`src/rtl/rhd_spi_pkg.sv`:
```
// Shared definitions for the RHD2000-style SPI master: FSM states, word size
// and the command encodings the acquisition sequencer builds commands from.
package rhd_spi_pkg;

    localparam int RHD_WORD_BITS = 16;

    typedef enum logic [2:0] {
        IDLE  = 3'd0,
        LEAD  = 3'd1,
        SHIFT = 3'd2,
        TRAIL = 3'd3,
        GAP   = 3'd4
    } rhd_state_e;

    // Two-bit opcode field in cmd[15:14]
    localparam logic [1:0]  RHD_OP_CONVERT     = 2'b00;
    localparam logic [1:0]  RHD_OP_WRITE       = 2'b10;
    localparam logic [1:0]  RHD_OP_READ        = 2'b11;

    // Fixed whole-word commands
    localparam logic [15:0] RHD_CMD_CALIBRATE  = 16'h5500;
    localparam logic [15:0] RHD_CMD_CLEAR      = 16'h6A00;

    function automatic logic [15:0] rhd_cmd_convert(input logic [5:0] channel);
        return {RHD_OP_CONVERT, channel, 8'h00};
    endfunction

    function automatic logic [15:0] rhd_cmd_write(input logic [5:0] reg_addr,
                                                  input logic [7:0] value);
        return {RHD_OP_WRITE, reg_addr, value};
    endfunction

    function automatic logic [15:0] rhd_cmd_read(input logic [5:0] reg_addr);
        return {RHD_OP_READ, reg_addr, 8'h00};
    endfunction

endpackage

```
`src/rtl/rhd_miso_deser.sv`:
```
// One MISO1 lane: shifts in a reply bit on every SCLK rise and presents the
// completed 16-bit word on a held output register when the master loads it.
module rhd_miso_deser
    import rhd_spi_pkg::*;
(
    input  logic                     clk,
    input  logic                     rst_n,
    input  logic                     sample_en,
    input  logic                     load_en,
    input  logic                     miso,
    output logic [RHD_WORD_BITS-1:0] rx_word
);

    logic [RHD_WORD_BITS-1:0] shift_r;
    logic [RHD_WORD_BITS-1:0] word_r;

    // Serial capture, first sampled bit ends up in the MSB
    always_ff @(posedge clk or negedge rst_n) begin
        if (!rst_n) begin
            shift_r <= 16'h0000;
        end else if (sample_en) begin
            shift_r <= {shift_r[RHD_WORD_BITS-2:0], miso};
        end else begin
            shift_r <= shift_r;
        end
    end

    // Parallel word held until the next transaction completes
    always_ff @(posedge clk or negedge rst_n) begin
        if (!rst_n) begin
            word_r <= 16'h0000;
        end else if (load_en) begin
            word_r <= shift_r;
        end else begin
            word_r <= word_r;
        end
    end

    assign rx_word = word_r;

endmodule

```
`src/rtl/rhd_spi_master.sv`:
```
// SPI master for RHD2000-style headstages: one 16-bit command out on MOSI per
// transaction, NUM_PORTS reply words captured in parallel from MISO1.
module rhd_spi_master
    import rhd_spi_pkg::*;
#(
    parameter int NUM_PORTS      = 8,
    parameter int CLK_DIV        = 2,
    parameter int CS_HIGH_CYCLES = 8
)
(
    input  logic                      clk,
    input  logic                      rst_n,
    input  logic [15:0]               cmd_data,
    input  logic                      cmd_valid,
    output logic                      cmd_ready,
    output logic                      CS,
    output logic                      SCLK,
    output logic                      MOSI,
    input  logic [NUM_PORTS-1:0]      MISO1,
    output logic [16*NUM_PORTS-1:0]   rx_data,
    output logic                      rx_valid,
    output logic                      busy
);

    localparam logic [7:0] DIV_LAST  = 8'(CLK_DIV - 1);
    localparam logic [7:0] GAP_LAST  = 8'(CS_HIGH_CYCLES - 1);
    localparam logic [4:0] BITS_DONE = 5'(RHD_WORD_BITS);

    rhd_state_e  state_r,     state_s;
    logic [7:0]  div_cnt_r,   div_cnt_s;
    logic [4:0]  bit_cnt_r,   bit_cnt_s;
    logic [15:0] cmd_shift_r, cmd_shift_s;
    logic        cs_r,        cs_s;
    logic        sclk_r,      sclk_s;
    logic        mosi_r,      mosi_s;
    logic        rx_valid_r,  rx_valid_s;
    logic        cmd_ready_r;
    logic        busy_r;
    logic        div_done_s;
    logic        sample_en_s;
    logic        load_en_s;

    // Next-state and next-output decode; outputs are registered below
    always_comb begin
        state_s     = state_r;
        div_cnt_s   = div_cnt_r;
        bit_cnt_s   = bit_cnt_r;
        cmd_shift_s = cmd_shift_r;
        cs_s        = cs_r;
        sclk_s      = sclk_r;
        mosi_s      = mosi_r;
        rx_valid_s  = 1'b0;
        sample_en_s = 1'b0;
        load_en_s   = 1'b0;
        div_done_s  = (div_cnt_r == DIV_LAST);

        case (state_r)
            IDLE: begin
                cs_s      = 1'b1;
                sclk_s    = 1'b0;
                mosi_s    = 1'b0;
                div_cnt_s = 8'd0;
                if (cmd_valid && cmd_ready_r) begin
                    // MOSI shifter holds the bits still to be sent; zeros
                    // shift in so MOSI drops to 0 after the last falling edge
                    state_s     = LEAD;
                    cs_s        = 1'b0;
                    mosi_s      = cmd_data[15];
                    cmd_shift_s = {cmd_data[14:0], 1'b0};
                    bit_cnt_s   = 5'd0;
                end else begin
                    state_s = IDLE;
                end
            end

            LEAD: begin
                if (div_done_s) begin
                    state_s     = SHIFT;
                    div_cnt_s   = 8'd0;
                    sclk_s      = 1'b1;
                    sample_en_s = 1'b1;
                end else begin
                    div_cnt_s = div_cnt_r + 8'd1;
                end
            end

            SHIFT: begin
                if (!div_done_s) begin
                    div_cnt_s = div_cnt_r + 8'd1;
                end else if (sclk_r) begin
                    div_cnt_s   = 8'd0;
                    sclk_s      = 1'b0;
                    bit_cnt_s   = bit_cnt_r + 5'd1;
                    mosi_s      = cmd_shift_r[15];
                    cmd_shift_s = {cmd_shift_r[14:0], 1'b0};
                end else if (bit_cnt_r == BITS_DONE) begin
                    // Low half of the 16th period has elapsed
                    div_cnt_s = 8'd0;
                    state_s   = TRAIL;
                end else begin
                    div_cnt_s   = 8'd0;
                    sclk_s      = 1'b1;
                    sample_en_s = 1'b1;
                end
            end

            TRAIL: begin
                if (div_done_s) begin
                    state_s    = GAP;
                    div_cnt_s  = 8'd0;
                    cs_s       = 1'b1;
                    rx_valid_s = 1'b1;
                    load_en_s  = 1'b1;
                end else begin
                    div_cnt_s = div_cnt_r + 8'd1;
                end
            end

            GAP: begin
                if (div_cnt_r == GAP_LAST) begin
                    state_s   = IDLE;
                    div_cnt_s = 8'd0;
                end else begin
                    div_cnt_s = div_cnt_r + 8'd1;
                end
            end

            default: begin
                state_s   = IDLE;
                div_cnt_s = 8'd0;
                bit_cnt_s = 5'd0;
                cs_s      = 1'b1;
                sclk_s    = 1'b0;
                mosi_s    = 1'b0;
            end
        endcase
    end

    // State, counters and registered bus outputs
    always_ff @(posedge clk or negedge rst_n) begin
        if (!rst_n) begin
            state_r     <= IDLE;
            div_cnt_r   <= 8'd0;
            bit_cnt_r   <= 5'd0;
            cmd_shift_r <= 16'h0000;
            cs_r        <= 1'b1;
            sclk_r      <= 1'b0;
            mosi_r      <= 1'b0;
            rx_valid_r  <= 1'b0;
            cmd_ready_r <= 1'b1;
            busy_r      <= 1'b0;
        end else begin
            state_r     <= state_s;
            div_cnt_r   <= div_cnt_s;
            bit_cnt_r   <= bit_cnt_s;
            cmd_shift_r <= cmd_shift_s;
            cs_r        <= cs_s;
            sclk_r      <= sclk_s;
            mosi_r      <= mosi_s;
            rx_valid_r  <= rx_valid_s;
            cmd_ready_r <= (state_s == IDLE);
            busy_r      <= (state_s != IDLE);
        end
    end

    for (genvar p = 0; p < NUM_PORTS; p++) begin : g_port
        rhd_miso_deser u_deser (
            .clk       (clk),
            .rst_n     (rst_n),
            .sample_en (sample_en_s),
            .load_en   (load_en_s),
            .miso      (MISO1[p]),
            .rx_word   (rx_data[16*p +: 16])
        );
    end

    assign cmd_ready = cmd_ready_r;
    assign CS        = cs_r;
    assign SCLK      = sclk_r;
    assign MOSI      = mosi_r;
    assign rx_valid  = rx_valid_r;
    assign busy      = busy_r;

endmodule

```
`config.mk`:
```
export PLATFORM = sky130hd
export DESIGN_NAME = rhd_spi_master
export DESIGN_NICKNAME = d
export VERILOG_FILES = /design/src/rtl/rhd_spi_pkg.sv /design/src/rtl/rhd_miso_deser.sv /design/src/rtl/rhd_spi_master.sv
export SDC_FILE = /design/constraint.sdc
export NUM_CORES = 1
export LEC_CHECK = 0
export ABC_AREA = 1
export CORE_MARGIN = 8
export CORE_UTILIZATION = 35
export DETAILED_ROUTE_END_ITERATION = 10
export PLACE_DENSITY_LB_ADDON = 0.12
export SETUP_SLACK_MARGIN = 0.15
export SLEW_MARGIN = 20
export SYNTH_ARGS = -nofsm -noshare
export SYNTH_HDL_FRONTEND = slang
export SYNTH_SLANG_ARGS = --single-unit
```
`constraint.sdc`:
```
create_clock -name clk -period 1.9 [get_ports clk]
set_clock_uncertainty 0.2 [all_clocks]
set_input_delay 0.38 -clock clk [delete_from_list [all_inputs] [get_ports clk]]
set_output_delay 0.38 -clock clk [all_outputs]
set_load 0.02 [all_outputs]
```
* After elaboration in Yosys (flattened, before gate mapping) *
Cells that the tools add are included.

cells by class
  add/sub/neg operators = 2
  equal/unequal tests = 12
  muxes and demuxes = 34
  bitwise gates (word level) = 3
  reduce and logical (&&, ||, !) cells = 14

operator list
  operator               number
  $mux W16               3
  $pmux W16 S2           1
  $mux W3                6
  $mux W8                2
  $pmux W8 S2            1
  $mux W5                3
  $pmux W3 S5            1
  $pmux W5 S3            1
  $mux W1                12
  $ne A2 B2 Y1 const B   5
  $pmux W1 S3            3
  $reduce_or A3 Y1       3
  $add A8 B1 Y8 const B  1
  $eq A8 B1 Y1 const B   1
  $eq A8 B3 Y1 const B   1
  $reduce_and A4 Y1      2
  $eq A3 B2 Y1 const B   2
  $logic_not A3 Y1       2
  $reduce_and A3 Y1      2
  $add A5 B1 Y5 const B  1
  $eq A5 B5 Y1 const B   1
  $eq A3 B1 Y1 const B   1
  $eq A3 B3 Y1 const B   1
  $not A1 Y1             3
  6 further kinds        6

storage, ports and cells
  register bits after elaboration = 294
  output and inout port bits = 134
  word-level logic and storage cells = 91

* Depth between registers and ports, before layout *
Gate-level depths: netlist of run 1.

  depth after elaboration = 6
  mapped depth = 10

* Cells and area by module *
A second synthesis of run 1 with hierarchy kept.

second synthesis, totals
  cells, all modules = 1,362
  area, all modules = 12,067.8 um^2

by module, submodules not included
  module          instances  cells each  area an instance (um^2)  sequential area each (um^2)
  rhd_miso_deser  8          136         1,246.2                  800.8
  rhd_spi_master  1          274         2,098.3                  928.4

* Worst setup path before layout of run 1 *
No wires, ideal clock.

  kind = flip-flop to flip-flop
  start point = reg div_cnt_r[1]
  end point = reg g_port[0].u_deser.shift_r[0]
  setup time = 0.065 ns
  arrival = 1.439 ns
  path slack = 0.196 ns
  stages on the path, launching flop included = 9
  path buffers = 2
  path through = dfrtp_1 > inv_1 > ha_1 > nand3_1 > nor2_4 > clkbuf_1 > buf_2 > nand3_1 > nand2_1

on the way
  word-level cells in the longest chain between the ends = 3

ends and longest elaborated chain
  what                        RTL line                                    RTL
  start, declared             rhd_spi_master.sv:30                        logic [7:0] div_cnt_r, div_cnt_s;
  start signal, assigned      rhd_spi_master.sv:154                       div_cnt_r <= div_cnt_s;
  $eq A8 B1 Y1 *              rhd_spi_master.sv:55                        div_done_s = (div_cnt_r == DIV_LAST);
  $mux W1 (on tied branches)  rhd_spi_master.sv:88, rhd_spi_master.sv:77
  $pmux W1 S2 *               rhd_spi_master.sv:57                        case (state_r)
  end signal, assigned        rhd_miso_deser.sv:22                        shift_r <= {shift_r[RHD_WORD_BITS-2:0], miso};
  end signal, assigned        rhd_miso_deser.sv:24                        shift_r <= shift_r;
  end, declared               rhd_miso_deser.sv:14                        logic [RHD_WORD_BITS-1:0] shift_r;

Every way passes the cells marked *; elsewhere a longest branch is shown, timed or not.
A chain may end at the register's enable or synchronous reset.

* Worst setup path after layout of run 1 *
  start point = reg state_r[0]
  end point = reg g_port[6].u_deser.shift_r[2]

on the way
  word-level cells in the longest chain between the ends = 2

ends and longest elaborated chain
  what                                                 RTL line               RTL
  start, declared                                      rhd_spi_master.sv:29   rhd_state_e state_r, state_s;
  start signal, assigned                               rhd_spi_master.sv:153  state_r <= state_s;
  $eq A3 B2 Y1 / $eq A3 B1 Y1 (equally long branches)  rhd_spi_master.sv:57
  $pmux W1 S2 *                                        rhd_spi_master.sv:57
  end signal, assigned                                 rhd_miso_deser.sv:22
  end signal, assigned                                 rhd_miso_deser.sv:24
  end, declared                                        rhd_miso_deser.sv:14

Marks and branches as above.

==> impl_metrics.py, run 1 <==
metrics = {
    "global_routing": {
        "grtUsageTotal": 0.150,
        "grt_overflow": 0,
        "grt_pass1_vias": 9603,
        "grt_first_pass_wirelength_um": 51300,
        "antenna_found_initial": 0,
        "grt_max_degree": 67,
    },
    "pwr": {
        "total_power_w": 0.0130,
        "leakagePower_nw": 8.79,
        "irDropWorstVdd_v": 0.000450,
        "power_density_nw_per_um2": 781,
    },
    "synthesis": {
        "synthFlopType": "dfrtp_1",
        "syn_area_um2": 11900,
        "async_reset_ff_frac": 1.00,
        "ys_warn_count": 0,
        "post_synth.cell_area_avg_um2": 8.89,
        "synthTopCellsByArea": "dfrtp_1, nand2_1, nand3_1",
        "synth_top_area_share": 0.609,
        "synthCells": 1344,
        "synth_cell_types": 26,
        "synth_edf_count": 0,
        "synth-seq-area-share": 0.614,
        "synth_largest_area_cell": "dfrtp_1",
        "ys_seq_elements": 293,
        "synth_common_cells": "nand2_1, dfrtp_1, nand3_1",
        "synth_fp_nets": 1375,
        "yosysMostFrequentCell": "nand2_1",
    },
    "floorplan": {
        "dieHeight_um": 201,
        "die_width_um": 201,
        "die-area_um2": 40300,
        "rows": 67,
        "start_util": 0.355,
        "core_area_um2": 33600,
        "ios": 161,
    },
    "critical_path": {
        "worstPathRequired_ns": 2.09,
        "startpoint_type": "register",
        "worstSetupPathType": "register to register",
        "path_max_fanout": 12,
        "crit_path_end_kind": "register",
        "worstPathArrival_ns": 2.03,
    },
    "cts": {
        "clock_sinks": 293,
        "path_clk_slew_ns": 0.06,
        "cts_tree": "yes",
        "insertion_delay_ns": 0.50,
        "cts_made_buffers": 34,
        "clock_path_buffers": 3,
        "cts-root-buf": "clkbuf_16",
        "htreeDepth": 2,
    },
    "place": {
        "placed_cell_area_um2": 14300,
        "hpwl_um": 18700,
        "gp_congestion": 0.769,
        "io_buffers": 160,
    },
    "sta": {
        "max_freq_mhz": 543,
        "relSlewSlack": 0.742,
        "setup_viol": 0,
        "rsz0062_at_grt": "true",
        "tightestPinTransition_ns": 0.387,
        "maxSlewViolCount": 0,
        "period_share": 0.969,
        "finalHoldViolCount": 0,
        "fin_crit_ns": 1.84,
    },
    "detailed_routing": {
        "drt-wirelength-per-cell_um": 16.9,
        "drt-vias-per-instance": 4.72,
        "drt_first_pass_iters": 4,
        "dr.first_iter.drc_count": 492,
        "drt-total-wl_um": 34300,
        "final_antenna_net_count": 0,
        "drc": 0,
        "dr_total_vias": 9589,
    },
    "layout": {
        "antennaDiodeCount": 0,
        "fin_util": 0.496,
        "area_delta_synth_final_pct": 39.6,
        "fillers": 3220,
        "nets": 1598,
        "drive_gt1_frac": 0.267,
        "fin_area_um2": 16700,
    },
    "run_status": {
        "outcome": "completed",
    },
    "worst_hold_path": {
        "hold_path.class": "primary input to async pin",
    },
    "flow_run": {
        "cap_violations": 0,
    },
}
## worst max-delay path: stages, from the launching register on
cell       delay (ns)
dfrtp_2          0.46
nor2_4           0.13
nand3b_4         0.10
o21ai_4          0.21
buf_8            0.19
nand2_8          0.11
clkbuf_16        0.20
nand2_1          0.07
nand2_1          0.05
## final timing paths
check	start	cells past startpoint	slack, ns	endpoint
min in group clk	MISO1[2]	3	0.24	g_port[2].u_deser.shift_r[0]
min	rst_n	2	0.13	g_port[0].u_deser.rx_word[1]
max in group asynchronous	rst_n	4	0.69	g_port[3].u_deser.shift_r[7]
min reg2reg	g_port[4].u_deser.shift_r[15]	2	0.27	g_port[4].u_deser.shift_r[15]
max reg2reg	state_r[0]	8	0.06	g_port[6].u_deser.shift_r[2]
max	state_r[0]	8	0.06	g_port[6].u_deser.shift_r[2]
## sequential cells by signal, summed over array words and instances, names as in the netlist, 3 cells and up
signal	count
state_r	3
bit_cnt_r	5
g_port.u_deser.rx_word	128
cmd_shift_r	15
div_cnt_r	8
g_port.u_deser.shift_r	128
## layer usage
metal	vias to the layer above	global-route usage	wire (um)
met5	-	0	0
met4	0	0.0344	601
met3	45	0.0318	1410
met2	172	0.240	15600
met1	4688	0.208	16600
li1	4684	-	-
## cells by family (layout without fill, tap and decap cells)
logic type / Yosys count / count (layout) / share of synthesized area
buf+inv: 102 / 341 / 0.0516
xor+xnor: 5 / 5 / 0.00366
fa+ha+maj: 4 / 4 / 0.00419
compound gates: 40 / 40 / 0.0238
flops: 293 / 293 / 0.614
simple gates: 900 / 902 / 0.303
## cells in the final DEF, fill, tap and decap left out, types with 4 or more instances in the layout
master           netlist  routed
nand2_1              709     617
dfrtp_1              291     288
nand3_1              147     138
clkdlybuf4s15_2        0      82
nand2_2                4      70
clkbuf_16              0      58
buf_2                 43      50
buf_4                  6      36
nand2_4                0      25
clkdlybuf4s50_1        0      25
nor2_1                26      24
buf_12                 0      23
inv_1                 21      18
o21ai_2               11      11
nand4_1                8       8
clkbuf_1               6       8
buf_8                  0       8
buf_6                 21       8
a21boi_0              14       7
buf_16                 0       7
inv_2                  5       6
nand3_2                0       6
o21ai_0                8       6
a21boi_1               0       6
clkbuf_8               0       6
xor2_1                 4       4
a21oi_1                4       4
## timing repair
item	4_1_cts	5_1_grt
hold buffers	1	0
hold endpoints to repair	210	0
gates cloned	2	30
pin swaps	3	14
setup buffers	0	13
resized for setup	476	184
setup endpoints to repair	378	339
## cell type report
| class | count | area (um^2) | area share |
|---|---|---|---|
| clock buffers | 51 | 1040 | 0.0622 |
| clock inverters | 3 | 18.8 | 0.00112 |
| inverters | 26 | 113 | 0.00675 |
| multi-input cells | 951 | 4520 | 0.271 |
| flip-flops and latches | 293 | 7340 | 0.440 |
| well taps | 448 | 561 | 0.0336 |
| repair buffers | 261 | 3090 | 0.185 |
## per-stage QoR
| step | hold WS, ns | setup TNS [ns] | setup slack (ns) | cells |
|---|---|---|---|---|
| after floorplan | -0.116 | 0 | 0.196 | 1344 |
| after global routing | 0.136 | -0.0244 | -0.0133 | 2033 |
| final | 0.129 | 0 | 0.0596 | 2033 |
| after detailed placement | 0.0536 | 0 | 0.00645 | 1933 |
| after CTS | 0.124 | 0 | 0.0591 | 1990 |
| after global placement | 0.0533 | 0 | 0.0117 | 1933 |
## where the power goes
group	internal (W)	total (W)	switching (W)
sequential	0.00635	0.00645	0.000102
clock	0.00375	0.00624	0.00249
combinational	0.000141	0.000337	0.000196
Note: power is estimated with default switching activity, not from simulation.
==> inputs of run 2 (changes only) <==
Settings changed: CORE_ASPECT_RATIO set to 1.5, CTS_CLUSTER_DIAMETER set to 60.
==> impl_metrics.py, run 2 (same netlist as run 1, synthesis figures left out) <==
metrics = {
    "run_status": {
        "outcome": "finished, violations left",
        "violations": "negative setup slack",
    },
    "layout": {
        "drive_gt1_frac": 0.357,
        "antennaDiodeCount": 0,
        "final_cell_mix": "nand2_1, dfrtp_1, buf_2",
        "fin_util": 0.526,
        "area_delta_synth_final_pct": 49.5,
        "mostFrequentLayoutCell": "nand2_1",
        "nets": 1650,
    },
    "sta": {
        "setup_viol": 1,
        "fin_ws_ns": -0.0119,
        "maxSlewViolCount": 0,
        "max_freq_mhz": 523,
        "period_share": 1.01,
        "rsz0062_at_grt": "true",
        "whs_ns": 0.182,
        "relSlewSlack": 0.662,
        "finalHoldViolCount": 0,
        "fin_crit_ns": 1.91,
        "tightestPinTransition_ns": 0.507,
    },
    "detailed_routing": {
        "drt-wirelength-per-cell_um": 18.5,
        "drc": 0,
        "drt-total-wl_um": 38300,
        "drt_first_pass_iters": 4,
        "drt-vias-per-instance": 4.84,
        "final_antenna_net_count": 0,
        "dr_total_vias": 9989,
        "dr.first_iter.drc_count": 505,
    },
    "cts": {
        "clock_path_buffers": 3,
        "htreeDepth": 1,
        "path_clk_slew_ns": 0.06,
        "insertion_delay_ns": 0.56,
        "clock_sinks": 293,
        "cts_tree": "yes",
        "cts_made_buffers": 30,
        "cts-root-buf": "clkbuf_16",
    },
    "place": {
        "gp_congestion": 0.797,
        "io_buffers": 160,
        "hpwl_um": 19100,
    },
    "pwr": {
        "irDropWorstVdd_v": 0.000672,
        "power_density_nw_per_um2": 719,
        "leakagePower_nw": 9.83,
    },
    "critical_path": {
        "critPathTopFamily": "flip-flops",
        "crit_buf_inv": 3,
        "startpoint_type": "register",
        "worstSetupPathType": "register to register",
        "path_max_fanout": 4,
        "worstPathArrival_ns": 2.15,
        "critPathSlowestCell": "dfrtp_2",
        "crit_path_end_kind": "register",
        "worst_path_most_repeated_cell": "nand3_1",
        "worstPathRequired_ns": 2.13,
        "slowest_delay_ns": 0.44,
        "crit_chain": "buf_4 -> nand3_1 -> inv_2 -> o21ai_0 -> nand3_1 -> inv_1 -> nand2_1",
    },
    "global_routing": {
        "grt_max_degree": 103,
        "antenna_found_initial": 0,
        "grt_util_met1": 0.212,
        "grtUsageMet3": 0.0298,
        "grt_pass1_vias": 10300,
        "grtUsageTotal": 0.171,
        "grt_use_met2": 0.298,
        "busiest_layer": "met2",
        "grt_first_pass_wirelength_um": 56600,
        "grt_overflow": 0,
    },
    "flow_run": {
        "cap_violations": 0,
    },
    "floorplan": {
        "rows": 83,
        "dieHeight_um": 242,
        "core_area_um2": 34000,
        "die-area_um2": 40400,
        "die_width_um": 167,
        "ios": 161,
        "start_util": 0.352,
    },
    "worst_hold_path": {
        "hold_path.class": "primary input to register",
    },
}
run 2: changes by cell type in the layout (fill, tap and decap cells not counted), sizes merged:
cell and change:
buf +137, bufinv +2, clkbuf -4, clkdlybuf4s15 -82, clkinv +1, clkinvlp +1
dlygate4sd3 +2, inv -1, nand2 -1
run 2: worst min-delay path: stages:
cell	delay [ns]
clkdlybuf4s50_1	0.40
nand2_1	0.06
o21ai_1	0.06
run 2: routing by layer:
| metal | vias up | routed length (um) |
|---|---|---|
| met2 | 194 | 19500 |
| met5 | - | 0 |
| met3 | 57 | 1730 |
| li1 | 4787 | - |
| met4 | 0 | 947 |
| met1 | 4951 | 16100 |
run 2: repair_timing:
action | CTS | global route
hold buffers | 3 | 0
hold endpoints to repair | 291 | 0
endpoints found under the setup margin | 415 | 389
gates resized for setup | 647 | 311
buffers inserted | 28 | 25
cloned | 26 | 26
pin swaps | 14 | 79
run 2: through the flow:
stage,area (um^2),cells,TNS (ns),setup WS (ns),total power [W]
2_1_floorplan,11900,1344,0,0.196,0.00662
3_3_place_gp,14200,1904,-0.0621,-0.0114,0.00688
3_5_place_dp,14200,1904,-0.0936,-0.0204,0.00689
4_1_cts,16000,2014,0,0.0238,0.0129
5_1_grt,17900,2065,-3.35,-0.0771,0.0133
6_report,17900,2065,-0.0119,-0.0119,0.0128
run 2: power by group:
part | switching (W) | leakage [nW] | internal (W)
logic | 0.000200 | 5.55 | 0.000154
clock network | 0.00251 | 0.483 | 0.00352
registers | 0.000121 | 3.80 | 0.00634
run 2: worst paths after layout:
check	start	endpoint	slack [ns]	depth (start not counted)
max	state_r[0]	busy	-0.01	7
min	cmd_data[0]	cmd_shift_r[1]	0.18	3
max reg2reg	state_r[0]	busy	-0.01	7
min reg2reg	g_port[0].u_deser.rx_word[7]	g_port[0].u_deser.rx_word[7]	0.27	2
max in group asynchronous	rst_n	g_port[4].u_deser.rx_word[2]	0.21	4
min in group asynchronous	rst_n	g_port[6].u_deser.shift_r[8]	0.57	3
run 2: layout make-up:
type                            instances  area (um^2)
Tap cell                              425          532
Timing Repair Buffer                  318         3820
Clock inverter                          6         82.6
Multi-Input combinational cell        950         5060
Sequential cell                       293         7340
Inverter                               26          115
Fill cell                            3067        16100
Clock buffer                           47          906
==> inputs of run 3 (changes only) <==
Settings changed: SKIP_LAST_GASP set to 1.
==> impl_metrics.py, run 3 (same netlist as run 1, synthesis figures left out) <==
metrics = {
    "sta": {
        "finalHoldViolCount": 0,
        "rsz0062_at_grt": "true",
        "setup_viol": 1,
        "fin_crit_ns": 1.91,
        "max_freq_mhz": 523,
        "whs_ns": 0.183,
        "period_share": 1.01,
        "tightestPinTransition_ns": 0.505,
        "relSlewSlack": 0.663,
        "fin_ws_ns": -0.0137,
        "maxSlewViolCount": 0,
    },
    "layout": {
        "final_cell_mix": "nand2_1, dfrtp_1, buf_2",
        "mostFrequentLayoutCell": "nand2_1",
        "drive_gt1_frac": 0.348,
        "layout.cells.non_filler": 2065,
        "fillers": 3070,
        "fin_area_um2": 17800,
        "antennaDiodeCount": 0,
        "area_delta_synth_final_pct": 49.0,
        "nets": 1650,
    },
    "worst_hold_path": {
        "min_from": "cmd_data[0]",
        "hold_path.class": "primary input to register",
    },
    "critical_path": {
        "crit_buf_inv": 3,
        "reg2reg_from": "state_r[0]",
        "worst_path_most_repeated_cell": "nand3_1",
        "worstPathArrival_ns": 2.15,
        "crit_path_end_kind": "register",
        "worstPathRequired_ns": 2.13,
        "startpoint_type": "register",
        "cp-startpoint": "state_r[0]",
        "slowest_delay_ns": 0.44,
        "critPathTopFamily": "flip-flops",
        "critPathSlowestCell": "dfrtp_2",
        "crit_chain": "buf_4 -> nand3_1 -> inv_2 -> o21ai_0 -> nand3_1 -> inv_1 -> nand2_1",
        "path_max_fanout": 4,
        "worstSetupPathType": "register to register",
    },
    "pwr": {
        "total_power_w": 0.0128,
        "irDropWorstVdd_v": 0.000671,
        "power_density_nw_per_um2": 720,
        "leakagePower_nw": 9.81,
    },
    "cts": {
        "cts-root-buf": "clkbuf_16",
        "cts_made_buffers": 30,
        "htreeDepth": 1,
        "path_clk_slew_ns": 0.06,
        "cts_tree": "yes",
        "clock_sinks": 293,
        "clock_path_buffers": 3,
        "insertion_delay_ns": 0.56,
    },
    "floorplan": {
        "ios": 161,
        "core_area_um2": 34000,
        "die_width_um": 167,
        "dieHeight_um": 242,
        "start_util": 0.352,
        "die-area_um2": 40400,
        "rows": 83,
    },
    "detailed_routing": {
        "drc": 0,
        "drt-vias-per-instance": 4.83,
        "dr.first_iter.drc_count": 518,
        "drt-total-wl_um": 38300,
        "final_antenna_net_count": 0,
        "dr_total_vias": 9971,
        "drt_first_pass_iters": 4,
        "drt-wirelength-per-cell_um": 18.5,
    },
    "place": {
        "pre_cts_slack_ns": -0.0204,
        "gp_congestion": 0.797,
        "hpwl_um": 19100,
        "io_buffers": 160,
        "dp.cells": 1904,
        "placed_cell_area_um2": 14200,
    },
    "global_routing": {
        "antenna_found_initial": 0,
        "grt_first_pass_wirelength_um": 56600,
        "grt_max_degree": 103,
        "grtUsageTotal": 0.171,
        "grt_pass1_vias": 10300,
        "grt_overflow": 0,
    },
    "flow_run": {
        "cap_violations": 0,
    },
    "run_status": {
        "violations": "negative setup slack",
        "outcome": "finished, violations left",
    },
}
[run 3: cell counts in the layout (fill, tap and decap cells not counted)]
Identical to the previous run, type by type.
[run 3: per-layer routing]
| layer | share of wire | track usage |
|---|---|---|
| met1 | 0.42 | 0.212 |
| met2 | 0.51 | 0.298 |
| met3 | 0.042 | 0.0298 |
| met4 | 0.027 | 0.0555 |
| met5 | 0 | 0 |
[run 3: final timing paths]
kind	slack (ns)	cells past startpoint	endpoint
worst max-delay path	-0.01	7	busy
worst min-delay path	0.18	3	cmd_shift_r[1]
worst max register to register	-0.01	7	busy
worst min register to register	0.27	2	g_port[0].u_deser.rx_word[7]
max in group asynchronous	0.20	4	g_port[4].u_deser.rx_word[2]
min in group asynchronous	0.58	3	g_port[6].u_deser.shift_r[8]
[run 3: where the power goes]
| part | switching [W] | total (W) | internal [W] |
|---|---|---|---|
| clock | 0.00249 | 0.00601 | 0.00352 |
| sequential | 0.000119 | 0.00646 | 0.00635 |
| combinational | 0.000199 | 0.000352 | 0.000153 |
| total | 0.00281 | 0.0128 | 0.0100 |
[run 3: tightest hold or removal path, cell delays in order]
cell	delay, ns
clkdlybuf4s50_1	0.40
nand2_1	0.06
o21ai_1	0.06
[run 3: area by class of cell]
type | instances | area (um^2) | area share
flip-flops and latches | 293 | 7340 | 0.412
inverters | 26 | 115 | 0.00647
clock buffers | 47 | 906 | 0.0509
clock inverters | 6 | 82.6 | 0.00464
well taps | 425 | 532 | 0.0299
multi-input cells | 950 | 5010 | 0.281
repair buffers | 318 | 3820 | 0.215
[run 3: repair_timing]
item / 4_1_cts / 5_1_grt
pin swaps: 14 / 79
hold buffers: 3 / 0
setup endpoints to repair: 415 / 389
gates resized for setup: 647 / 293
endpoints found under the hold margin: 291 / 0
gates cloned: 26 / 26
buffers inserted: 28 / 25
[run 3: per-stage QoR]
stage               utilization  setup TNS, ns
finish                    0.524        -0.0137
global route              0.524          -3.40
CTS                       0.470              0
detailed placement        0.418        -0.0936
global placement          0.418        -0.0621
floorplan                     -              0
